[config.mk]
export PLATFORM = sky130hd
export DESIGN_NAME = vc_pop_arbiter
export DESIGN_NICKNAME = d
export VERILOG_FILES = /design/src/rtl/vc_pop_arbiter.sv
export SDC_FILE = /design/constraint.sdc
export NUM_CORES = 1
export LEC_CHECK = 0
export BUFFER_PORTS_ARGS = -buffer_cell sky130_fd_sc_hd__buf_4
export CORE_UTILIZATION = 38
export CTS_BUF_LIST = sky130_fd_sc_hd__clkbuf_16
export DETAILED_ROUTE_END_ITERATION = 6
export PLACE_DENSITY = 0.74
export SETUP_SLACK_MARGIN = 0.05
export SLEW_MARGIN = 30
export SYNTH_ARGS = -nofsm -noshare
export SYNTH_HDL_FRONTEND = slang
export SYNTH_SLANG_ARGS = --single-unit
[constraint.sdc]
create_clock -name clk -period 1.6 [get_ports clk]
set_clock_uncertainty 0.1 [all_clocks]
set_input_delay 0.08 -clock clk [delete_from_list [all_inputs] [get_ports clk]]
set_output_delay 0.08 -clock clk [all_outputs]
set_load 0.02 [all_outputs]
[src/rtl/vc_pop_arbiter.sv]
// rtl/vc_pop_arbiter.sv - weighted round-robin pop arbiter between VC FIFOs and demux_d
//
// Purpose: each cycle decide whether to pop VC0 or VC1 (VC0 weighted, VC1 never
// starved), stall on D-side back-pressure, and re-time the popped word into a
// registered data_out/valid_out pair (2-cycle latency, 1 word/cycle sustained).
//
// Ports:
//   clk, reset_L                      clock, asynchronous active-low reset
//   init                              arbitration enable
//   fifo_empty_vc0/1                  VC FIFO empty flags
//   fifo_pause_d0/1                   D FIFO almost-full flags
//   data_mux_0/1   [DATA_W]           VC read data, valid one cycle after pop
//   pop_vc0/1                         pop requests (combinational, mutually exclusive)
//   data_out [DATA_W], valid_out      registered output word and its one-cycle strobe
//   arb_idle                          idle with nothing in flight
//   gnt_cnt_vc0/1 [CNT_W]             grant counters
//
// Optional feature macro: ARB_STATS_EN enables saturating grant counters;
// when undefined both counter ports are tied to 0.

module vc_pop_arbiter #(
    parameter int DATA_W     = 6,
    parameter int WEIGHT_VC0 = 3,
    parameter int CNT_W      = 16
) (
    input  logic              clk,
    input  logic              reset_L,
    input  logic              init,
    input  logic              fifo_empty_vc0,
    input  logic              fifo_empty_vc1,
    input  logic              fifo_pause_d0,
    input  logic              fifo_pause_d1,
    input  logic [DATA_W-1:0] data_mux_0,
    input  logic [DATA_W-1:0] data_mux_1,
    output logic              pop_vc0,
    output logic              pop_vc1,
    output logic [DATA_W-1:0] data_out,
    output logic              valid_out,
    output logic              arb_idle,
    output logic [CNT_W-1:0]  gnt_cnt_vc0,
    output logic [CNT_W-1:0]  gnt_cnt_vc1
);

    typedef enum logic [1:0] {
        ST_IDLE  = 2'd0,
        ST_SERVE = 2'd1,
        ST_STALL = 2'd2
    } state_t;

    localparam logic [3:0] CREDIT_RELOAD = 4'(WEIGHT_VC0);

    state_t      r_state;
    logic [3:0]  r_credit;
    logic        r_sel;
    logic        r_inflight;

    state_t      w_state;
    logic        w_stall;
    logic        w_any;
    logic        w_serve;
    logic        w_pop0;
    logic        w_pop1;

    // Destination is unknown before the pop, so either D FIFO pausing blocks both VCs.
    assign w_stall = fifo_pause_d0 | fifo_pause_d1;
    assign w_any   = ~fifo_empty_vc0 | ~fifo_empty_vc1;

    always_comb begin
        w_state = ST_IDLE;
        if (init && w_any) begin
            w_state = w_stall ? ST_STALL : ST_SERVE;
        end
    end

    // Pops are gated by reset_L directly so they drop the instant reset asserts.
    assign w_serve = reset_L & (w_state == ST_SERVE);
    assign w_pop0  = w_serve & ~fifo_empty_vc0 & (fifo_empty_vc1 | (r_credit != 4'd0));
    assign w_pop1  = w_serve & ~fifo_empty_vc1 & (fifo_empty_vc0 | (r_credit == 4'd0));

    assign pop_vc0 = w_pop0;
    assign pop_vc1 = w_pop1;

    // r_inflight is always 0 in IDLE, kept explicit to document the drain condition.
    assign arb_idle = (r_state == ST_IDLE) & ~r_inflight;

    always_ff @(posedge clk or negedge reset_L) begin
        if (!reset_L) begin
            r_state    <= ST_IDLE;
            r_credit   <= CREDIT_RELOAD;
            r_sel      <= 1'b0;
            r_inflight <= 1'b0;
            data_out   <= '0;
            valid_out  <= 1'b0;
        end else begin
            r_state <= w_state;

            // Credit is only spent when VC1 is actually competing; any other grant reloads it.
            if (w_pop1 || (w_pop0 && fifo_empty_vc1)) begin
                r_credit <= CREDIT_RELOAD;
            end else if (w_pop0) begin
                r_credit <= r_credit - 4'd1;
            end

            // Stage 1: remember which VC was popped; its read data arrives next cycle.
            r_sel      <= w_pop1;
            r_inflight <= w_pop0 | w_pop1;

            // Stage 2: capture the read data; data_out holds when nothing arrives.
            valid_out <= r_inflight;
            if (r_inflight) begin
                data_out <= r_sel ? data_mux_1 : data_mux_0;
            end
        end
    end

`ifdef ARB_STATS_EN
    logic [CNT_W-1:0] r_gnt_cnt_vc0;
    logic [CNT_W-1:0] r_gnt_cnt_vc1;

    always_ff @(posedge clk or negedge reset_L) begin
        if (!reset_L) begin
            r_gnt_cnt_vc0 <= '0;
            r_gnt_cnt_vc1 <= '0;
        end else begin
            if (w_pop0 && (r_gnt_cnt_vc0 != {CNT_W{1'b1}})) begin
                r_gnt_cnt_vc0 <= r_gnt_cnt_vc0 + 1'b1;
            end
            if (w_pop1 && (r_gnt_cnt_vc1 != {CNT_W{1'b1}})) begin
                r_gnt_cnt_vc1 <= r_gnt_cnt_vc1 + 1'b1;
            end
        end
    end

    assign gnt_cnt_vc0 = r_gnt_cnt_vc0;
    assign gnt_cnt_vc1 = r_gnt_cnt_vc1;
`else
    assign gnt_cnt_vc0 = '0;
    assign gnt_cnt_vc1 = '0;
`endif

endmodule

; ---- Word-level counts from Yosys, hierarchy flattened
; Cells that the tools add are included.
[word_totals]
regBits = 15
input_bits = 19
out_inout_bits = 42
elab_cells = 34
[op_classes]
n_bitwise = 14
n_eq_ne = 1
reduce_logical = 7
mux = 5
n_addsub = 1
[op_table]
columns = cell, n
row1 = $mux W4, 2
row2 = $and A1 B1 Y1, 6
row3 = $mux W6, 1
row4 = $or A1 B1 Y1, 5
row5 = $logic_not A4 Y1, 1
row6 = $mux W2, 2
row7 = $reduce_bool A4 Y1, 1
row8 = $sub A4 B1 Y4 const B, 1
row9 = $not A1 Y1, 3
row10 = $eq A2 B1 Y1 const B, 1
row11 = $logic_and A1 B1 Y1, 2
row12 = $logic_not A2 Y1, 1
row13 = $reduce_bool A2 Y1, 1
row14 = $logic_or A1 B1 Y1, 1

; ---- Depth between registers and ports, before layout
; Gate-level depths: netlist of the first run.
[depth]
depth_word = 11
mapped_depth = 5
ltp_nobuf = 5

; ---- Worst setup path before layout of the first run
; Ideal clock, no wire load.
[synth_timing]
path_kind = register -> output
startpoint = reg r_credit[0]
endpoint = out pop_vc0
required_time_ns = 1.420
slack_ns = -0.074
n_path_buf = 0
stages_incl_launch_ff = 6
arrival_time_ns = 1.494
cell_sequence = dfstp_2 > inv_1 > ha_1 > or3b_4 > nor2_1 > nor3_1
[synth_via]
elab_chain_len = 3
[synth_rtl]
columns = element, line_no
row1 = start: declaration, 53  ; logic [3:0] r_credit;
row2 = start signal: assignment, 101  ; r_credit <= r_credit - 4'd1;
row3 = $reduce_bool A4 Y1, 77  ; assign w_pop0 = w_serve & ~fifo_empty_vc0 & (fifo_empty_vc1 | (r_credit != 4'd0));
row4 = $or A1 B1 Y1, 77
row5 = $and A1 B1 Y1, 77
row6 = end: declaration, 35  ; output logic pop_vc0,
; No other way between the ends.

; ---- Worst setup path after layout of the first run
[layout_timing]
startpoint = reg r_credit[1]
endpoint = out pop_vc0
; The elaborated chain is that of the path after synthesis.

==> results of run 1 <==
-- what timing repair did --
action / 4_1_cts / 5_1_grt
endpoints found under the setup margin: 4 / 5
hold endpoints to repair: 17 / 0
pin swaps: 3 / 2
hold buffers: 4 / 0
setup buffers: 3 / 2
gates resized for setup: 6 / 1
-- layout by cell type, fill, tap and decap left out, types with 2 or more instances in the layout --
cell            n
a21oi_1         6
clkbuf_16       3
nor2_1         10
nor3b_4         2
nor3_2          2
inv_1           2
conb_1         32
dfstp_2         2
mux2i_1         6
dlygate4sd3_1   4
dfrtp_1        13
inv_2           3
nand2_1         3
buf_4          34
nor3_1          3
-- cells by family after synthesis --
logic type               share of synthesized area [%]
AO/OA/AOI/OAI                                     9.35
AND/OR/NAND/NOR                                   15.2
buffers and inverters                             27.4
other                                            0.384
adder cells (fa/ha/maj)                           1.28
flip-flops                                        38.7
multiplexers                                      7.68
-- per-stage QoR --
step	std cells	power, W
2_1_floorplan	132	0.000734
3_3_place_gp	157	0.000789
3_5_place_dp	157	0.000800
4_1_cts	168	0.00131
5_1_grt	170	0.00138
6_report	170	0.00131
-- registers in the layout, indices dropped and copies added (netlist names) --
signal      cells
r_sel           1
r_state         2
data_out        6
r_inflight      1
valid_out       1
r_credit        4
-- power by group through the flow --
stage	Combinational, W	Clock (W)	Sequential (W)
2_1_floorplan	0.000226	0	0.000508
3_3_place_gp	0.000319	0	0.000470
3_5_place_dp	0.000329	0	0.000471
4_1_cts	0.000365	0.000481	0.000466
5_1_grt	0.000399	0.000506	0.000473
6_report	0.000368	0.000475	0.000466
-- final cells by class --
cell class,instances,share of cell area [%]
Multi-Input combinational cell,78,38.1
Sequential cell,15,28.9
Timing Repair Buffer,38,22.6
Clock buffer,3,5.74
Tap cell,30,2.87
Inverter,5,1.43
Clock inverter,1,0.382
-- critical path: stages, from the launching register on --
cell and delay (ns):
dfstp_2 0.53, inv_2 0.05, ha_4 0.15, or3b_4 0.23, nor2_2 0.04, nor3_2 0.10
buf_4 0.16
-- path summary, 6_finish.rpt --
path / start / endpoint / slack [ns] / cells after the start
worst max-delay path: r_credit[1] / pop_vc0 / -0.09 / 6
worst min-delay path: init / r_state[1] / 0.005 / 3
worst max register to register: r_credit[1] / r_credit[0] / -0.07 / 6
worst min register to register: data_out[5] / data_out[5] / 0.43 / 2
max in group asynchronous: reset_L / r_credit[0] / 0.93 / 3
min in group asynchronous: reset_L / data_out[3] / 0.23 / 3
-- routing by layer --
metal	wire length [µm]	track usage (%)	share of wire (%)	vias up
met5	0	0	0	-
met4	19	5.26	1.1	0
met3	181	2.32	11	2
met2	846	24.5	50	43
met1	641	13.0	38	334
li1	-	-	-	349
==> flow_metrics.env, run 1 <==
export IMPL_status="complete, but fails checks"
export IMPL_violations="setup timing"
export IMPL_yosysUniqueCellTypes=27
export IMPL_fin_hold_ws_ns=0.00495
export IMPL_dp_worst_setup_slack_ns=0.00611
export IMPL_dr_pass1_iters=4
export IMPL_combPwrFrac_pct=28.1
export IMPL_dieArea_mm2=0.00278
export IMPL_track_usage_pct=12.7
export IMPL_synth_area_leader_cell="dfrtp_1"
export IMPL_clock_latency_ns=0.24
export IMPL_postLayoutSetupSlackWorst_ns=-0.0929
export IMPL_setup_violations=3
export IMPL_yosys_warnings=0
export IMPL_vias=728
export IMPL_grt_setup_unrepaired="true"
export IMPL_nFillCells=220
export IMPL_grt_remaining_overflow=0
export IMPL_clk_pin_slew_ns=0.05
export IMPL_htreeDepth=1
export IMPL_gp_congestion=0.698
export IMPL_fin_crit_ns=1.69
export IMPL_p_clk_share_pct=36.3
export IMPL_timing_fmax_mhz=591
export IMPL_synthCells=101
export IMPL_num_antenna_cells=0
export IMPL_rows=18
export IMPL_place_hpwl_mm=1.30
export IMPL_die_h_um=52.7
export IMPL_critPathLaunchType="register"
export IMPL_grt_max_degree=16
export IMPL_cts_buffers=3
export IMPL_crit_path_end_kind="output port"
export IMPL_synth_top_cell_area_share_pct=33.3
export IMPL_clock_sinks=15
export IMPL_antenna_found_initial=0
export IMPL_async_flop_share_pct=100
export IMPL_layout_drive_gt1_share_pct=39.3
export IMPL_cts_tree="yes"
export IMPL_start_util_pct=39.8
export IMPL_maxCapViolations=0
export IMPL_ys_seq_elements=15
export IMPL_synth_edf_count=0
export IMPL_seq_area_um2=378
export IMPL_ioPinCount=61
export IMPL_min_period_over_period_pct=106
export IMPL_crit_arrival_ns=1.51
export IMPL_drc=0
export IMPL_grt_first_pass_wirelength_mm=2.55
export IMPL_crit_required_ns=1.42
export IMPL_tns_ns=-0.209
export IMPL_core_mm2=0.00245
export IMPL_sw_frac_of_total_pct=29.3
export IMPL_yosysMostFrequentCell="buf_4"
export IMPL_ys_seq_area_share_pct=38.7
export IMPL_numPortBuffers=28
export IMPL_final_util_pct=53.3
export IMPL_path_class="reg2out"
export IMPL_hp_class="in2reg"
export IMPL_placed_area_mm2=0.00112
export IMPL_peakVddDrop_uv=684
export IMPL_wl_mm=1.69
export IMPL_area_delta_synth_final_pct=33.9
export IMPL_hold_viol=0
export IMPL_powerDensity_mw_per_mm2=1000
export IMPL_multi_input_area_um2=499
export IMPL_intPower_w=0.000926
export IMPL_syn_area_per_cell_um2=9.68
export IMPL_wl_per_cell_um=9.93
export IMPL_p_leak_nw=0.644
export IMPL_design_area_mm2=0.00131
export IMPL_synth_area_um2=977
export IMPL_grt_pass1_vias=633
export IMPL_ant_nets=0
export IMPL_synth_common_cells="buf_4, dfrtp_1, nor2_1"
export IMPL_clk_path_buf_depth=2
export IMPL_cp_max_fo=4
export IMPL_ctsRootBufferMaster="clkbuf_16"
export IMPL_viasPerCell=4.28
export IMPL_nets=161
export IMPL_synthFlopType="dfrtp_1"
export IMPL_drt_iter0_drc=4
export IMPL_power_switching_w=0.000383
export IMPL_seqPwrFrac_pct=35.6
export IMPL_die_x_um=52.7
export IMPL_synth_area_top_cells="dfrtp_1, buf_4, mux2i_1"
export IMPL_maxSlewViolCount=0
Note: power is estimated with default switching activity, not from simulation.
==> run 2: changes to the inputs <==
--- a/config.mk
+++ b/config.mk
@@ -5,7 +5,9 @@
 export SDC_FILE = /design/constraint.sdc
 export NUM_CORES = 1
 export LEC_CHECK = 0
+export ABC_AREA = 1
 export BUFFER_PORTS_ARGS = -buffer_cell sky130_fd_sc_hd__buf_4
+export CAP_MARGIN = 20
 export CORE_UTILIZATION = 38
 export CTS_BUF_LIST = sky130_fd_sc_hd__clkbuf_16
 export DETAILED_ROUTE_END_ITERATION = 6
==> run 2 against run 1 <==
Effect of this change:
- the run now ends clean
- register-to-register slack improved by 0.23 ns
- first-iteration DRC count increased by 100%
- wire length increased by 7.8%
- sequential cell count unchanged
- non-clock buffer count decreased by 5
- final area decreased by 3.6%
- global-route usage increased by 2.1 points
- largest cell class unchanged
- highest routed layer unchanged
==> flow_metrics.env, run 2 <==
export IMPL_status="complete, no violations"
export IMPL_crit_arrival_ns=1.41
export IMPL_fin_crit_ns=1.59
export IMPL_clock_latency_ns=0.24
export IMPL_crit_path_end_kind="output port"
export IMPL_gp_congestion=0.768
export IMPL_ys_seq_elements=15
export IMPL_ioPinCount=61
export IMPL_grt_max_degree=16
export IMPL_num_antenna_cells=0
export IMPL_async_flop_share_pct=100
export IMPL_antenna_found_initial=0
export IMPL_htreeDepth=1
export IMPL_final_cell_mix="conb_1, buf_4, nand2_1, nor2_1, dfrtp_1"
export IMPL_clock_sinks=15
export IMPL_start_util_pct=39.9
export IMPL_core_mm2=0.00245
export IMPL_vias=759
export IMPL_timing_fmax_mhz=630
export IMPL_hp_class="in2reg"
export IMPL_maxSlewViolCount=0
export IMPL_drt_iter0_drc=8
export IMPL_synth_area_leader_cell="dfrtp_1"
export IMPL_nFillCells=244
export IMPL_hold_viol=0
export IMPL_max_flop_register="data_out"
export IMPL_final_common_cell="conb_1"
export IMPL_rows=18
export IMPL_die_h_um=52.7
export IMPL_path_common_cell="nand2_4"
export IMPL_path_cells="inv_4, ha_4, nand2_4, nand2_4, nand2_2, nor2_2, buf_6"
export IMPL_yosysMostFrequentCell="buf_4"
export IMPL_viasPerCell=4.13
export IMPL_path_class="reg2out"
export IMPL_dr_pass1_iters=4
export IMPL_syn_area_per_cell_um2=8.22
export IMPL_crit_slowest_cell="dfstp_2"
export IMPL_ctsRootBufferMaster="clkbuf_16"
export IMPL_maxCapViolations=0
export IMPL_synth_top_cell_area_share_pct=33.2
export IMPL_peakVddDrop_uv=580
export IMPL_slew_headroom_pct=55.2
export IMPL_wl_met1_um=747
export IMPL_cts_tree="yes"
export IMPL_clk_path_buf_depth=2
export IMPL_synth_area_top_cells="dfrtp_1, buf_4, nand2_1"
export IMPL_nets=175
export IMPL_fin_hold_ws_ns=0.00144
export IMPL_place_hpwl_mm=1.27
export IMPL_wl_per_cell_um=9.89
export IMPL_ant_nets=0
export IMPL_layout_drive_gt1_share_pct=33.1
export IMPL_wl_met2_um=831
export IMPL_setup_violations=0
export IMPL_worst_pin_slew_ns=0.670
export IMPL_synthCells=119
export IMPL_dieArea_mm2=0.00278
export IMPL_dr_wl_met3_um=192
export IMPL_cpPeakStageDelay_ns=0.55
export IMPL_yosysUniqueCellTypes=21
export IMPL_synth_edf_count=0
export IMPL_ys_seq_area_share_pct=38.6
export IMPL_highest_layer="met4"
export IMPL_numPortBuffers=28
export IMPL_wl_mm=1.82
export IMPL_min_period_over_period_pct=99.2
export IMPL_synth_common_cells="buf_4, nand2_1, nor2_1"
export IMPL_powerDensity_mw_per_mm2=979
export IMPL_cp_max_fo=4
export IMPL_synth_area_um2=978
export IMPL_grt_setup_unrepaired="true"
export IMPL_grt_first_pass_wirelength_mm=2.81
export IMPL_cts_buffers=3
export IMPL_p_leak_nw=0.682
export IMPL_track_usage_pct=14.8
export IMPL_yosys_warnings=0
export IMPL_area_delta_synth_final_pct=28.9
export IMPL_critPathLaunchType="register"
export IMPL_drc=0
export IMPL_grt_pass1_vias=648
export IMPL_crit_required_ns=1.42
export IMPL_die_x_um=52.7
export IMPL_grt_remaining_overflow=0
export IMPL_synthFlopType="dfrtp_1"
export IMPL_reg_largest_list="data_out x6, r_credit x4, r_state x2"
export IMPL_clk_pin_slew_ns=0.04
export IMPL_final_util_pct=51.4
export IMPL_largest_reg_flops=6
-- run 2: cell count changes after synthesis, sizes merged, moves of 3 or more --
cell	previous run	this run
mux2i	6	0
nor3	5	1
a31oi	0	6
inv	5	9
a21oi	6	0
nand2	3	26
nor2	11	18
nand3	0	3
-- run 2: critical path: cells and delay by family (launching register included) --
family	cells	cell delay, ns
flip-flops	1	0.55
AND/OR/NAND/NOR	4	0.26
buffers and inverters	2	0.18
adder cells (fa/ha/maj)	1	0.16
-- run 2: where the power goes --
part	total (W)	leakage, nW	switching [W]	internal, W
Combinational	0.000316	0.460	0.000200	0.000116
Sequential	0.000453	0.180	0.0000262	0.000427
Clock	0.000466	0.0423	0.000136	0.000329
-- run 2: path summary, 6_finish.rpt --
check / from / to / slack, ns / cells after the start
max in group asynchronous: reset_L / r_sel / 0.62 / 2
min: data_mux_0[2] / data_out[2] / 0.001 / 3
min reg2reg: data_out[1] / data_out[1] / 0.44 / 2
max reg2reg: r_credit[0] / r_credit[1] / 0.16 / 8
min in group asynchronous: reset_L / data_out[2] / 0.36 / 2
max: r_credit[0] / pop_vc1 / 0.01 / 7
-- run 2: routing by layer --
metal | track usage, % | vias to the layer above
met5 | 0 | -
met4 | 10.5 | 0
met3 | 3.77 | 5
met2 | 24.5 | 49
met1 | 16.1 | 327
li1 | - | 378
-- run 2: cell type report --
class	count	area, µm²	share of cell area (%)
well taps	30	37.5	2.98
flip-flops and latches	15	378	30.0
clock inverters	1	3.75	0.298
repair buffers	33	256	20.3
multi-input cells	93	474	37.6
clock buffers	3	75.1	5.95
inverters	9	36.3	2.88
-- run 2: cells by family (layout without fill, tap and decap cells) --
family	Yosys count	in the layout	share of synthesized area [%]
other	1	32	0.383
buffers and inverters	42	46	28.5
AO/OA/AOI/OAI	7	7	4.35
XOR/XNOR	1	1	0.895
AND/OR/NAND/NOR	52	52	26.0
flip-flops	15	15	38.6
adder cells (fa/ha/maj)	1	1	1.28
-- run 2: stage by stage --
| step | worst slack, ns | power, W | cell area (µm²) | std cells | TNS [ns] |
|---|---|---|---|---|---|
| 6_report | 0.0130 | 0.00124 | 1260 | 184 | 0 |
| 5_1_grt | -0.0499 | 0.00130 | 1260 | 184 | -0.0945 |
| 4_1_cts | 0.0299 | 0.00124 | 1230 | 183 | 0 |
| 3_5_place_dp | 0.149 | 0.000751 | 1100 | 175 | 0 |
| 3_3_place_gp | 0.194 | 0.000745 | 1100 | 175 | 0 |
| 2_1_floorplan | 0.186 | 0.000692 | 1090 | 150 | 0 |
-- run 2: repair_timing --
item / in CTS / in global routing
gates resized for setup: 7 / 7
endpoints found under the setup margin: 2 / 2
buffers inserted: 2 / 1
pin swaps: 2 / 3
endpoints found under the hold margin: 16 / 0
hold buffers: 2 / 0
